--- src/rtl/cpu_ctrl_seq_if.sv ---
// Control bundle between the sequencer (master) and the datapath (slave); the step input exists only under CTRL_SINGLE_STEP_EN.
interface cpu_ctrl_seq_if;
    logic [7:0] ir;
    logic       flag_c;
    logic       flag_z;
`ifdef CTRL_SINGLE_STEP_EN
    logic       step;
`endif
    logic [2:0] bus_sel;
    logic       pc_l;
    logic       mar_l;
    logic       ir_l;
    logic       a_l;
    logic       b_l;
    logic       out_l;
    logic       flags_l;
    logic       pc_inc;
    logic       mem_we;
    logic       alu_sub;
    logic       halted;

    modport master (
        input  ir, flag_c, flag_z,
`ifdef CTRL_SINGLE_STEP_EN
        input  step,
`endif
        output bus_sel, pc_l, mar_l, ir_l, a_l, b_l, out_l, flags_l,
        output pc_inc, mem_we, alu_sub, halted
    );

    modport slave (
        output ir, flag_c, flag_z,
`ifdef CTRL_SINGLE_STEP_EN
        output step,
`endif
        input  bus_sel, pc_l, mar_l, ir_l, a_l, b_l, out_l, flags_l,
        input  pc_inc, mem_we, alu_sub, halted
    );
endinterface

--- src/rtl/cpu_ctrl_seq.sv ---
// Fetch/execute control sequencer for the 8-bit CPU: outputs decode state, opcode and flags combinationally.
// CTRL_SINGLE_STEP_EN: F0 waits for step=1 before fetching; otherwise the sequencer free-runs.
module cpu_ctrl_seq #(
    parameter int ADDR_W = 4
) (
    input  logic           clk,
    input  logic           rst,
    cpu_ctrl_seq_if.master bus
);

    typedef enum logic [2:0] {
        F0   = 3'd0,
        F1   = 3'd1,
        E0   = 3'd2,
        E1   = 3'd3,
        E2   = 3'd4,
        HALT = 3'd5
    } state_t;

    state_t     state;
    state_t     state_nxt;
    logic [3:0] opc;

    logic [2:0] bus_sel;
    logic       pc_l, mar_l, ir_l, a_l, b_l, out_l, flags_l;
    logic       pc_inc, mem_we, alu_sub, halted;

    // Operand bits are consumed by the datapath, not here.
    logic unused_opnd;
    assign unused_opnd = ^{bus.ir[3:0], (ADDR_W >= 1 && ADDR_W <= 4)};

    assign opc = bus.ir[7:4];

    always_ff @(posedge clk or negedge rst) begin
        if (!rst) state <= F0;
        else      state <= state_nxt;
    end

    always_comb begin
        state_nxt = F0;
        bus_sel   = 3'd0;
        pc_l      = 1'b0;
        mar_l     = 1'b0;
        ir_l      = 1'b0;
        a_l       = 1'b0;
        b_l       = 1'b0;
        out_l     = 1'b0;
        flags_l   = 1'b0;
        pc_inc    = 1'b0;
        mem_we    = 1'b0;
        alu_sub   = 1'b0;
        halted    = 1'b0;

        case (state)
            F0: begin
`ifdef CTRL_SINGLE_STEP_EN
                // While waiting for step nothing is driven, so MAR holds.
                if (bus.step) begin
                    bus_sel   = 3'd1;
                    mar_l     = 1'b1;
                    state_nxt = F1;
                end else begin
                    state_nxt = F0;
                end
`else
                bus_sel   = 3'd1;
                mar_l     = 1'b1;
                state_nxt = F1;
`endif
            end
            F1: begin
                bus_sel   = 3'd2;
                ir_l      = 1'b1;
                pc_inc    = 1'b1;
                state_nxt = E0;
            end
            E0: begin
                case (opc)
                    4'h1, 4'h2, 4'h3, 4'h4: begin
                        bus_sel   = 3'd3;
                        mar_l     = 1'b1;
                        state_nxt = E1;
                    end
                    4'h5: begin
                        bus_sel = 3'd3;
                        a_l     = 1'b1;
                    end
                    4'h6: begin
                        bus_sel = 3'd3;
                        pc_l    = 1'b1;
                    end
                    4'h7: begin
                        bus_sel = 3'd3;
                        pc_l    = bus.flag_c;
                    end
                    4'h8: begin
                        bus_sel = 3'd3;
                        pc_l    = bus.flag_z;
                    end
                    4'hE: begin
                        bus_sel = 3'd4;
                        out_l   = 1'b1;
                    end
                    4'hF:    state_nxt = HALT;
                    default: state_nxt = F0;
                endcase
            end
            E1: begin
                case (opc)
                    4'h1: begin
                        bus_sel = 3'd2;
                        a_l     = 1'b1;
                    end
                    4'h2, 4'h3: begin
                        bus_sel   = 3'd2;
                        b_l       = 1'b1;
                        state_nxt = E2;
                    end
                    4'h4: begin
                        bus_sel = 3'd4;
                        mem_we  = 1'b1;
                    end
                    default: state_nxt = F0;
                endcase
            end
            E2: begin
                if (opc == 4'h2 || opc == 4'h3) begin
                    bus_sel = 3'd5;
                    a_l     = 1'b1;
                    flags_l = 1'b1;
                    alu_sub = (opc == 4'h3);
                end
            end
            HALT: begin
                halted    = 1'b1;
                state_nxt = HALT;
            end
            default: state_nxt = F0;
        endcase
    end

    assign bus.bus_sel = bus_sel;
    assign bus.pc_l    = pc_l;
    assign bus.mar_l   = mar_l;
    assign bus.ir_l    = ir_l;
    assign bus.a_l     = a_l;
    assign bus.b_l     = b_l;
    assign bus.out_l   = out_l;
    assign bus.flags_l = flags_l;
    assign bus.pc_inc  = pc_inc;
    assign bus.mem_we  = mem_we;
    assign bus.alu_sub = alu_sub;
    assign bus.halted  = halted;

endmodule

--- src/flat_wrapper.sv ---
// flat-port wrapper written by rule: the top's interface ports become plain ports
module cpu_ctrl_seq_flat 
#(
    parameter int ADDR_W = 4
)
  (clk, rst, bus_ir, bus_flag_c, bus_flag_z, bus_bus_sel, bus_pc_l, bus_mar_l, bus_ir_l, bus_a_l, bus_b_l, bus_out_l, bus_flags_l, bus_pc_inc, bus_mem_we, bus_alu_sub, bus_halted);
  cpu_ctrl_seq_if bus_i ();
  input  logic clk;
  input  logic rst;
  input wire logic [$bits(bus_i.ir)-1:0] bus_ir;
  input wire logic [$bits(bus_i.flag_c)-1:0] bus_flag_c;
  input wire logic [$bits(bus_i.flag_z)-1:0] bus_flag_z;
  output wire logic [$bits(bus_i.bus_sel)-1:0] bus_bus_sel;
  output wire logic [$bits(bus_i.pc_l)-1:0] bus_pc_l;
  output wire logic [$bits(bus_i.mar_l)-1:0] bus_mar_l;
  output wire logic [$bits(bus_i.ir_l)-1:0] bus_ir_l;
  output wire logic [$bits(bus_i.a_l)-1:0] bus_a_l;
  output wire logic [$bits(bus_i.b_l)-1:0] bus_b_l;
  output wire logic [$bits(bus_i.out_l)-1:0] bus_out_l;
  output wire logic [$bits(bus_i.flags_l)-1:0] bus_flags_l;
  output wire logic [$bits(bus_i.pc_inc)-1:0] bus_pc_inc;
  output wire logic [$bits(bus_i.mem_we)-1:0] bus_mem_we;
  output wire logic [$bits(bus_i.alu_sub)-1:0] bus_alu_sub;
  output wire logic [$bits(bus_i.halted)-1:0] bus_halted;
  assign bus_i.ir = bus_ir;
  assign bus_i.flag_c = bus_flag_c;
  assign bus_i.flag_z = bus_flag_z;
  assign bus_bus_sel = bus_i.bus_sel;
  assign bus_pc_l = bus_i.pc_l;
  assign bus_mar_l = bus_i.mar_l;
  assign bus_ir_l = bus_i.ir_l;
  assign bus_a_l = bus_i.a_l;
  assign bus_b_l = bus_i.b_l;
  assign bus_out_l = bus_i.out_l;
  assign bus_flags_l = bus_i.flags_l;
  assign bus_pc_inc = bus_i.pc_inc;
  assign bus_mem_we = bus_i.mem_we;
  assign bus_alu_sub = bus_i.alu_sub;
  assign bus_halted = bus_i.halted;
  cpu_ctrl_seq #(.ADDR_W(ADDR_W)) u_core (.clk(clk), .rst(rst), .bus(bus_i));
endmodule
--- config.mk ---
export PLATFORM = sky130hd
export DESIGN_NAME = cpu_ctrl_seq_flat
export DESIGN_NICKNAME = d
export VERILOG_FILES = /design/src/rtl/cpu_ctrl_seq_if.sv /design/src/rtl/cpu_ctrl_seq.sv /design/src/flat_wrapper.sv
export SDC_FILE = /design/constraint.sdc
export NUM_CORES = 1
export LEC_CHECK = 0
export BUFFER_PORTS_ARGS = -buffer_cell sky130_fd_sc_hd__buf_2
export CAP_MARGIN = 10
export CORE_AREA = 2 2 39 41
export CTS_CLUSTER_DIAMETER = 150
export CTS_CLUSTER_SIZE = 12
export DETAILED_ROUTE_END_ITERATION = 8
export DIE_AREA = 0 0 41 43
export RECOVER_POWER = 50
export SLEW_MARGIN = 20
export SYNTH_ARGS = -nofsm -noshare
export SYNTH_HDL_FRONTEND = slang
export SYNTH_SLANG_ARGS = --single-unit
--- constraint.sdc ---
create_clock -name clk -period 1.43 [get_ports clk]
set_input_delay 0.143 -clock clk [delete_from_list [all_inputs] [get_ports clk]]
set_output_delay 0.143 -clock clk [all_outputs]
set_load 0.02 [all_outputs]
# After elaboration in Yosys (flattened, before gate mapping)
# Cells that the tools add are included.
totals:
  regBits: 3
  input_bits: 12
  word_cells: 48
classes:
  eq_ne: 15
  mux: 26
  n_reduce_logical: 6
ops:
  columns: ["operator", "count"]
  rows:
  - ["one-hot mux 3 bit (5 select lines)", 2]
  - ["one-hot mux 3 bit (2 select lines)", 3]
  - ["equality test 4 x 3 -> 1 bit, second input constant", 4]
  - ["two-way mux 1 bit", 16]
  - ["equality test 4 bit, second input constant", 3]
  - ["equality test 4 x 2 -> 1 bit, second input constant", 2]
  - ["OR reduction 8 bit", 1]
  - ["equality test 3 x 2 -> 1 bit, second input constant", 2]
  - ["equality test 3 bit, second input constant", 2]
  - ["two-way mux 3 bit", 2]
  - ["one-hot mux 1 bit (3 select lines)", 2]
  - ["equality test 4 x 1 -> 1 bit, second input constant", 1]
  - ["OR reduction 4 bit", 1]
  - ["equality test 3 x 1 -> 1 bit, second input constant", 1]
  - ["zero test 3 bit", 1]
  - ["OR reduction 3 bit", 1]
  - ["one-hot mux 1 bit (2 select lines)", 1]
  - ["OR reduction 2 bit", 1]
  - ["logical OR 1 bit", 1]

# Logic depth before layout (Yosys ltp)
# Gate-level depths: netlist (run 1).
logic_depth:
  word_depth: 4
  ltp_mapped: 5
  mapped_depth_nobuf: 4

# Worst setup path before layout (run 1)
# OpenSTA, ideal clock, no wires.
synth_path:
  kind: "register to output"
  startpoint: "register u_core.state[1]"
  endpoint: "output port bus_mem_we"
  arrival_ns: 1.491
  required_ns: 1.287
  setup_slack_ns: -0.204
  stages_incl_launch_ff: 5
  path_cell_list: "dfrtp_1 > buf_2 > nor2b_1 > nand2_1 > nor4_1"
synth_between:
  elab_chain_cells: 2
synth_lines:
  columns: ["element", "line", "source"]
  rows:
  - ["from (decl)", "cpu_ctrl_seq.sv:20", "state_t state;"]
  - ["from (signal assigned)", "cpu_ctrl_seq.sv:36", "else state <= state_nxt;"]
  - ["equality test 3 x 2 -> 1 bit", "cpu_ctrl_seq.sv:54", "case (state)"]
  - ["two-way mux 1 bit", "cpu_ctrl_seq.sv:54", null]
  - ["to (decl)", "flat_wrapper.sv:22", "output wire logic [$bits(bus_i.mem_we)-1:0] bus_mem_we;"]
# No other way between the ends.

# Worst setup path in the final report (run 1)
layout_path:
  startpoint: "register u_core.state[0]"
  endpoint: "output port bus_bus_sel[1]"
layout_between:
  elab_chain_cells: 2
  word_cells_on_any_way: 6
layout_lines:
  columns: ["element", "line", "source"]
  rows:
  - ["equality test 3 bit, or another cell as far along", "cpu_ctrl_seq.sv:54", null]
  - ["one-hot mux 3 bit (5 select lines) (*)", "cpu_ctrl_seq.sv:54", null]
  - ["to (decl)", "flat_wrapper.sv:13", "output wire logic [$bits(bus_i.bus_sel)-1:0] bus_bus_sel;"]
# Every way passes the cells marked *; elsewhere a longest branch is shown, timed or not.

==> impl_metrics.py, run 1 <==
metrics = {
    "timing": {
        "maxSlewViolCount": 0,
        "clock_skew_ns": 0.000455,
        "fin_ws_ns": -0.346,
        "tightestPinTransition_ns": 0.356,
        "rsz0062_at_grt": "true",
        "fin_crit_sh_pct": 124,
        "slew_headroom_pct": 76.2,
        "hold_viol": 0,
        "setup_viol": 9,
        "min_period_ns": 1.78,
        "fmax_mhz": 563,
        "hold-worst-slack_ns": 0.253,
    },
    "yosys": {
        "yosysWarnings": 0,
        "netlist_area_um2": 427,
        "synthDistinctLibCells": 32,
        "postSynthAreaPerCell_um2": 6.99,
        "syn_inst": 61,
        "ys_ff_latch": 3,
        "ys_seq_area_share_pct": 17.6,
        "syn_nets": 73,
    },
    "pwr": {
        "clockPowerShare_pct": 12.7,
        "ir_drop_mv": 0.914,
        "p_per_area_mw_per_mm2": 1570,
        "p_switching_uw": 531,
        "p_leak_uw": 0.000337,
        "share_seq_of_total_power_pct": 14.7,
        "p_sw_share_pct": 45.8,
        "pwr-share-comb_pct": 72.6,
        "power_uw": 1160,
        "intPower_uw": 629,
    },
    "drt": {
        "vias_per_cell": 5.19,
        "num_vias": 545,
        "wire_per_inst_um": 11.9,
        "met3_length_um": 76,
        "drc": 0,
        "drtIter0Drc": 5,
        "wl_met2_um": 645,
        "top_layer_used": "met3",
        "drt_first_pass_iters": 3,
        "wl_met1_um": 531,
        "drt-total-wl_um": 1250,
        "ant_nets": 0,
    },
    "layout": {
        "nFillCells": 137,
        "nets": 102,
        "top_regs": "u_core.state (3)",
        "drive_above_1_share_pct": 56.2,
        "fin_cells": 105,
        "antenna_cells": 0,
        "regMostFlops": "u_core.state",
        "area_growth_syn_to_layout_pct": 73.6,
        "final_area_um2": 741,
        "fin_util_pct": 53.5,
        "largest_reg_flops": 3,
    },
    "placement": {
        "dp_hpwl_um": 908,
        "placed_cells": 98,
        "place_area_um2": 598,
        "port_buffers": 21,
        "gp_congestion": 0.755,
    },
    "critical_path": {
        "worstPathCellList": "or4b_1, a21o_1, a311oi_2, buf_4",
        "cp-end-kind": "output port",
        "max_stage_delay_ns": 0.47,
        "crit_required_ns": 1.29,
        "crit_fanout": 2,
        "crit_buf_inv": 1,
        "critPathTopFamily": "simple AND/OR/NAND/NOR gates",
        "path_class": "reg -> out",
        "critPathLaunchType": "register",
        "cpMaxStageDelayCell": "or4b_1",
        "worstPathArrival_ns": 1.63,
    },
    "clock_tree": {
        "cts_htree_levels": 1,
        "tritoncts": "yes",
        "clk_pin_slew_ns": 0.04,
        "cts_buffers": 3,
        "insertion_delay_ns": 0.23,
        "cts_num_sinks": 3,
        "root_buffer": "clkbuf_4",
        "cts_buffer_depth": 2,
    },
    "hold_path": {
        "min_path_type": "in -> async",
    },
    "floorplanning": {
        "fp.dieW_um": 41,
        "rows": 14,
        "die_area_mm2": 0.00176,
        "io_pins": 26,
        "die_h_um": 43,
        "start_util_pct": 30.8,
        "core_mm2": 0.00138,
    },
    "global_route": {
        "grt_pass1_wl_um": 1770,
        "antenna_found_initial": 0,
        "overflow": 0,
        "grt_pass1_vias": 431,
        "grt_max_degree": 15,
        "grt.total_usage_pct": 14.3,
    },
    "run_status": {
        "status": "complete, but fails checks",
        "violations": "setup timing",
    },
    "run": {
        "maxCapViolCount": 0,
    },
}
==> through the flow <==
stage / TNS (ns) / worst slack (ns)
floorplan: -0.150 / -0.129
global placement: -0.0983 / -0.0983
detailed placement: -0.109 / -0.109
CTS: -1.20 / -0.359
global route: -1.69 / -0.397
finish: -0.893 / -0.346
==> Yosys cell counts <==
cell | instances | area (um^2)
or2_2 | 1 | 6.26
dfrtp_1 | 3 | 75.1
and2_1 | 1 | 6.26
o21ai_0 | 2 | 10.0
nand2_1 | 3 | 11.3
nand4b_1 | 3 | 26.3
nor2_1 | 4 | 15.0
inv_1 | 4 | 15.0
or3_1 | 1 | 6.26
a21oi_1 | 4 | 20.0
nand4_1 | 1 | 6.26
o21bai_1 | 1 | 7.51
a32oi_1 | 1 | 8.76
or4b_1 | 1 | 10.0
a311oi_2 | 1 | 15.0
a21o_1 | 1 | 7.51
nor2b_1 | 2 | 12.5
o21a_1 | 1 | 7.51
nor3b_1 | 3 | 22.5
buf_2 | 4 | 20.0
nand3b_1 | 1 | 7.51
xor2_1 | 1 | 8.76
a211oi_1 | 1 | 7.51
nand2b_1 | 2 | 12.5
clkbuf_1 | 2 | 7.51
nor3_1 | 2 | 10.0
nand3_1 | 5 | 25.0
nor4_1 | 1 | 6.26
o32ai_1 | 1 | 8.76
o31ai_1 | 1 | 7.51
and3b_1 | 1 | 8.76
buf_4 | 1 | 7.51
==> power groups by stage <==
stage	Clock, uW	Combinational (uW)	Sequential, uW
floorplan	0	488	134
global placement	0	653	150
detailed placement	0	660	151
CTS	154	742	152
global route	162	895	173
finish	147	842	170
==> layer usage <==
metal  GRT usage, %  vias up
met2           24.1       18
met1           17.1      247
met4           4.00        0
met5              0        -
li1               -      280
met3           3.14        0
==> final timing paths <==
kind / end / startpoint / slack (ns) / cells past startpoint
min in group clk: u_core.state[2] / bus_ir[6] / 0.34 / 3
setup / recovery: bus_bus_sel[1] / u_core.state[0] / -0.35 / 4
hold reg to reg: u_core.state[1] / u_core.state[2] / 0.70 / 2
hold / removal: u_core.state[1] / rst / 0.25 / 2
max in group asynchronous: u_core.state[2] / rst / 1.01 / 2
setup reg to reg: u_core.state[0] / u_core.state[0] / 0.07 / 5
==> timing repair <==
item                                    CTS  global route
hold buffers                              1             0
endpoints found under the setup margin   14            14
resized for setup                        12            20
endpoints found under the hold margin     3             0
pin swaps                                 0             1
buffers inserted                          1             1
==> layout make-up <==
class	count	area, um^2	area share [%]
flip-flops and latches	3	77.6	10.5
well taps	16	20.0	2.70
inverters	4	15.0	2.03
repair buffers	31	231	31.3
clock buffers	4	26.3	3.55
multi-input cells	47	370	50.0
==> logic make-up after synthesis <==
group | Yosys count | share of synthesized area (%)
and+or+nand+nor | 32 | 45.2
DFF | 3 | 17.6
xor gates and xnor gates | 1 | 2.05
AOI/OAI and AO/OA | 14 | 23.5
buffers and inverters | 11 | 11.7
==> placed cells by master (no fill, tap or decap), drive strengths merged, types with 2 or more instances in the layout <==
| master | synthesis | final |
|---|---|---|
| buf | 5 | 29 |
| nand3 | 5 | 5 |
| clkbuf | 2 | 5 |
| a21oi | 4 | 4 |
| inv | 4 | 4 |
| nor2 | 4 | 4 |
| nand2 | 3 | 3 |
| nand4b | 3 | 3 |
| nor3b | 3 | 3 |
| dfrtp | 3 | 3 |
| nand2b | 2 | 2 |
| nor2b | 2 | 2 |
| o21ai | 2 | 2 |
| nor3 | 2 | 2 |
No activity file was read; power rests on OpenSTA's default activity.
==> run 2: changes to the inputs <==
RECOVER_POWER = 100   (was 50)
==> run 2 against run 1 <==
Effect of this change:
- the flow still finishes with violations (setup timing)
- hold slack about the same
- global-route usage stayed put
- sequential power hardly changed
- power is 0.29% lower
- cell area decreased by 0.17%
- routed wire length unchanged
- critical path type unchanged
- largest power group unchanged
==> impl_metrics.py, run 2 (same netlist as run 1, synthesis figures left out) <==
metrics = {
    "pwr": {
        "p_per_area_mw_per_mm2": 1560,
        "p_leak_uw": 0.000338,
        "power_uw": 1160,
        "ir_drop_mv": 0.913,
    },
    "drt": {
        "vias_per_cell": 5.19,
        "drt_first_pass_iters": 3,
        "wire_per_inst_um": 11.9,
        "num_vias": 545,
        "drt-total-wl_um": 1250,
        "drtIter0Drc": 5,
        "ant_nets": 0,
        "drc": 0,
    },
    "critical_path": {
        "path_class": "reg -> out",
        "worstPathCellList": "or4b_1, a21o_1, a311oi_2, buf_4",
        "worstPathArrival_ns": 1.63,
        "rr_worst_depth": 5,
        "cpMaxStageDelayCell": "or4b_1",
        "crit_fanout": 2,
        "crit_buf_inv": 1,
        "max_stage_delay_ns": 0.47,
        "cp-end-kind": "output port",
        "critPathLaunchType": "register",
        "crit_cells": 4,
        "critPathTopFamily": "simple AND/OR/NAND/NOR gates",
        "crit_required_ns": 1.29,
    },
    "clock_tree": {
        "root_buffer": "clkbuf_4",
        "cts_buffer_depth": 2,
        "cts_htree_levels": 1,
        "insertion_delay_ns": 0.23,
        "cts_num_sinks": 3,
        "cts_buffers": 3,
        "tritoncts": "yes",
        "clk_pin_slew_ns": 0.04,
    },
    "run_status": {
        "violations": "setup timing",
        "status": "complete, but fails checks",
    },
    "global_route": {
        "grt.total_usage_pct": 14.3,
        "antenna_found_initial": 0,
        "grt_pass1_wl_um": 1770,
        "grt_pass1_vias": 431,
        "grt_max_degree": 15,
        "overflow": 0,
    },
    "layout": {
        "top_regs": "u_core.state (3)",
        "largest_reg_flops": 3,
        "fin_cells": 105,
        "layout_commonest_cell": "buf_4",
        "layout_common_cells": "buf_4, buf_2, a21oi_1, buf_6",
        "regMostFlops": "u_core.state",
        "area_growth_syn_to_layout_pct": 73.3,
        "antenna_cells": 0,
        "drive_above_1_share_pct": 55.1,
        "nets": 102,
    },
    "placement": {
        "dp_hpwl_um": 908,
        "gp_congestion": 0.755,
        "port_buffers": 21,
        "placed_cells": 98,
    },
    "floorplanning": {
        "core_mm2": 0.00138,
        "die_area_mm2": 0.00176,
        "die_h_um": 43,
        "fp.dieW_um": 41,
        "io_pins": 26,
        "start_util_pct": 30.8,
        "rows": 14,
    },
    "hold_path": {
        "min_path_type": "in -> async",
    },
    "timing": {
        "slew_headroom_pct": 76.2,
        "tightestPinTransition_ns": 0.356,
        "fin_crit_sh_pct": 124,
        "rsz0062_at_grt": "true",
        "setup_viol": 12,
        "fmax_mhz": 563,
        "fin_ws_ns": -0.346,
        "hold_viol": 0,
        "clock_skew_ns": 0.000458,
        "min_period_ns": 1.78,
        "maxSlewViolCount": 0,
    },
    "run": {
        "maxCapViolCount": 0,
    },
}
## run 2: through the flow
stage                     util [%]  area, um^2  setup slack, ns  TNS [ns]  hold WS (ns)
after floorplan                  -         455           -0.129    -0.150        -0.153
after global placement        43.2         598          -0.0983   -0.0983       -0.0606
after detailed placement      43.2         598           -0.109    -0.109       -0.0591
after CTS                     48.3         668           -0.359     -1.20         0.231
after global routing          53.4         739           -0.397     -2.19         0.267
final                         53.4         739           -0.346     -1.27         0.252
## run 2: power breakdown
part,switching [uW],internal (uW)
registers,49.8,117
clock network,42.8,105
logic,438,404
total,531,626
## run 2: cell type report
cell class | count | area, um^2
well taps | 16 | 20.0
clock buffers | 4 | 26.3
multi-input cells | 47 | 370
flip-flops and latches | 3 | 76.3
repair buffers | 31 | 231
inverters | 4 | 15.0
fillers | 138 | 644
## run 2: final timing paths
kind | from | end | slack, ns
setup reg to reg | u_core.state[0] | u_core.state[0] | 0.07
max in group asynchronous | rst | u_core.state[2] | 1.01
setup / recovery | u_core.state[0] | bus_bus_sel[1] | -0.35
hold / removal | rst | u_core.state[1] | 0.25
min in group clk | bus_ir[6] | u_core.state[2] | 0.34
hold reg to reg | u_core.state[2] | u_core.state[1] | 0.70
## run 2: timing repair
| action | 4_1_cts | 5_1_grt |
|---|---|---|
| setup buffers | 1 | 1 |
| hold buffers | 1 | 0 |
| pin swaps | 0 | 1 |
| hold endpoints to repair | 3 | 0 |
| setup endpoints to repair | 14 | 14 |
| gates resized for setup | 12 | 20 |
## run 2: worst register-to-register path: stages, from the launching register on
cell	delay [ns]
dfrtp_1	0.36
buf_4	0.19
and3b_1	0.25
buf_4	0.11
nand4_1	0.12
a32oi_1	0.23
## run 2: per-layer routing
| metal | routed length [um] | track usage [%] |
|---|---|---|
| met2 | 645 | 24.1 |
| met5 | 0 | 0 |
| met1 | 531 | 17.1 |
| met4 | 0 | 4.00 |
| met3 | 76 | 3.14 |
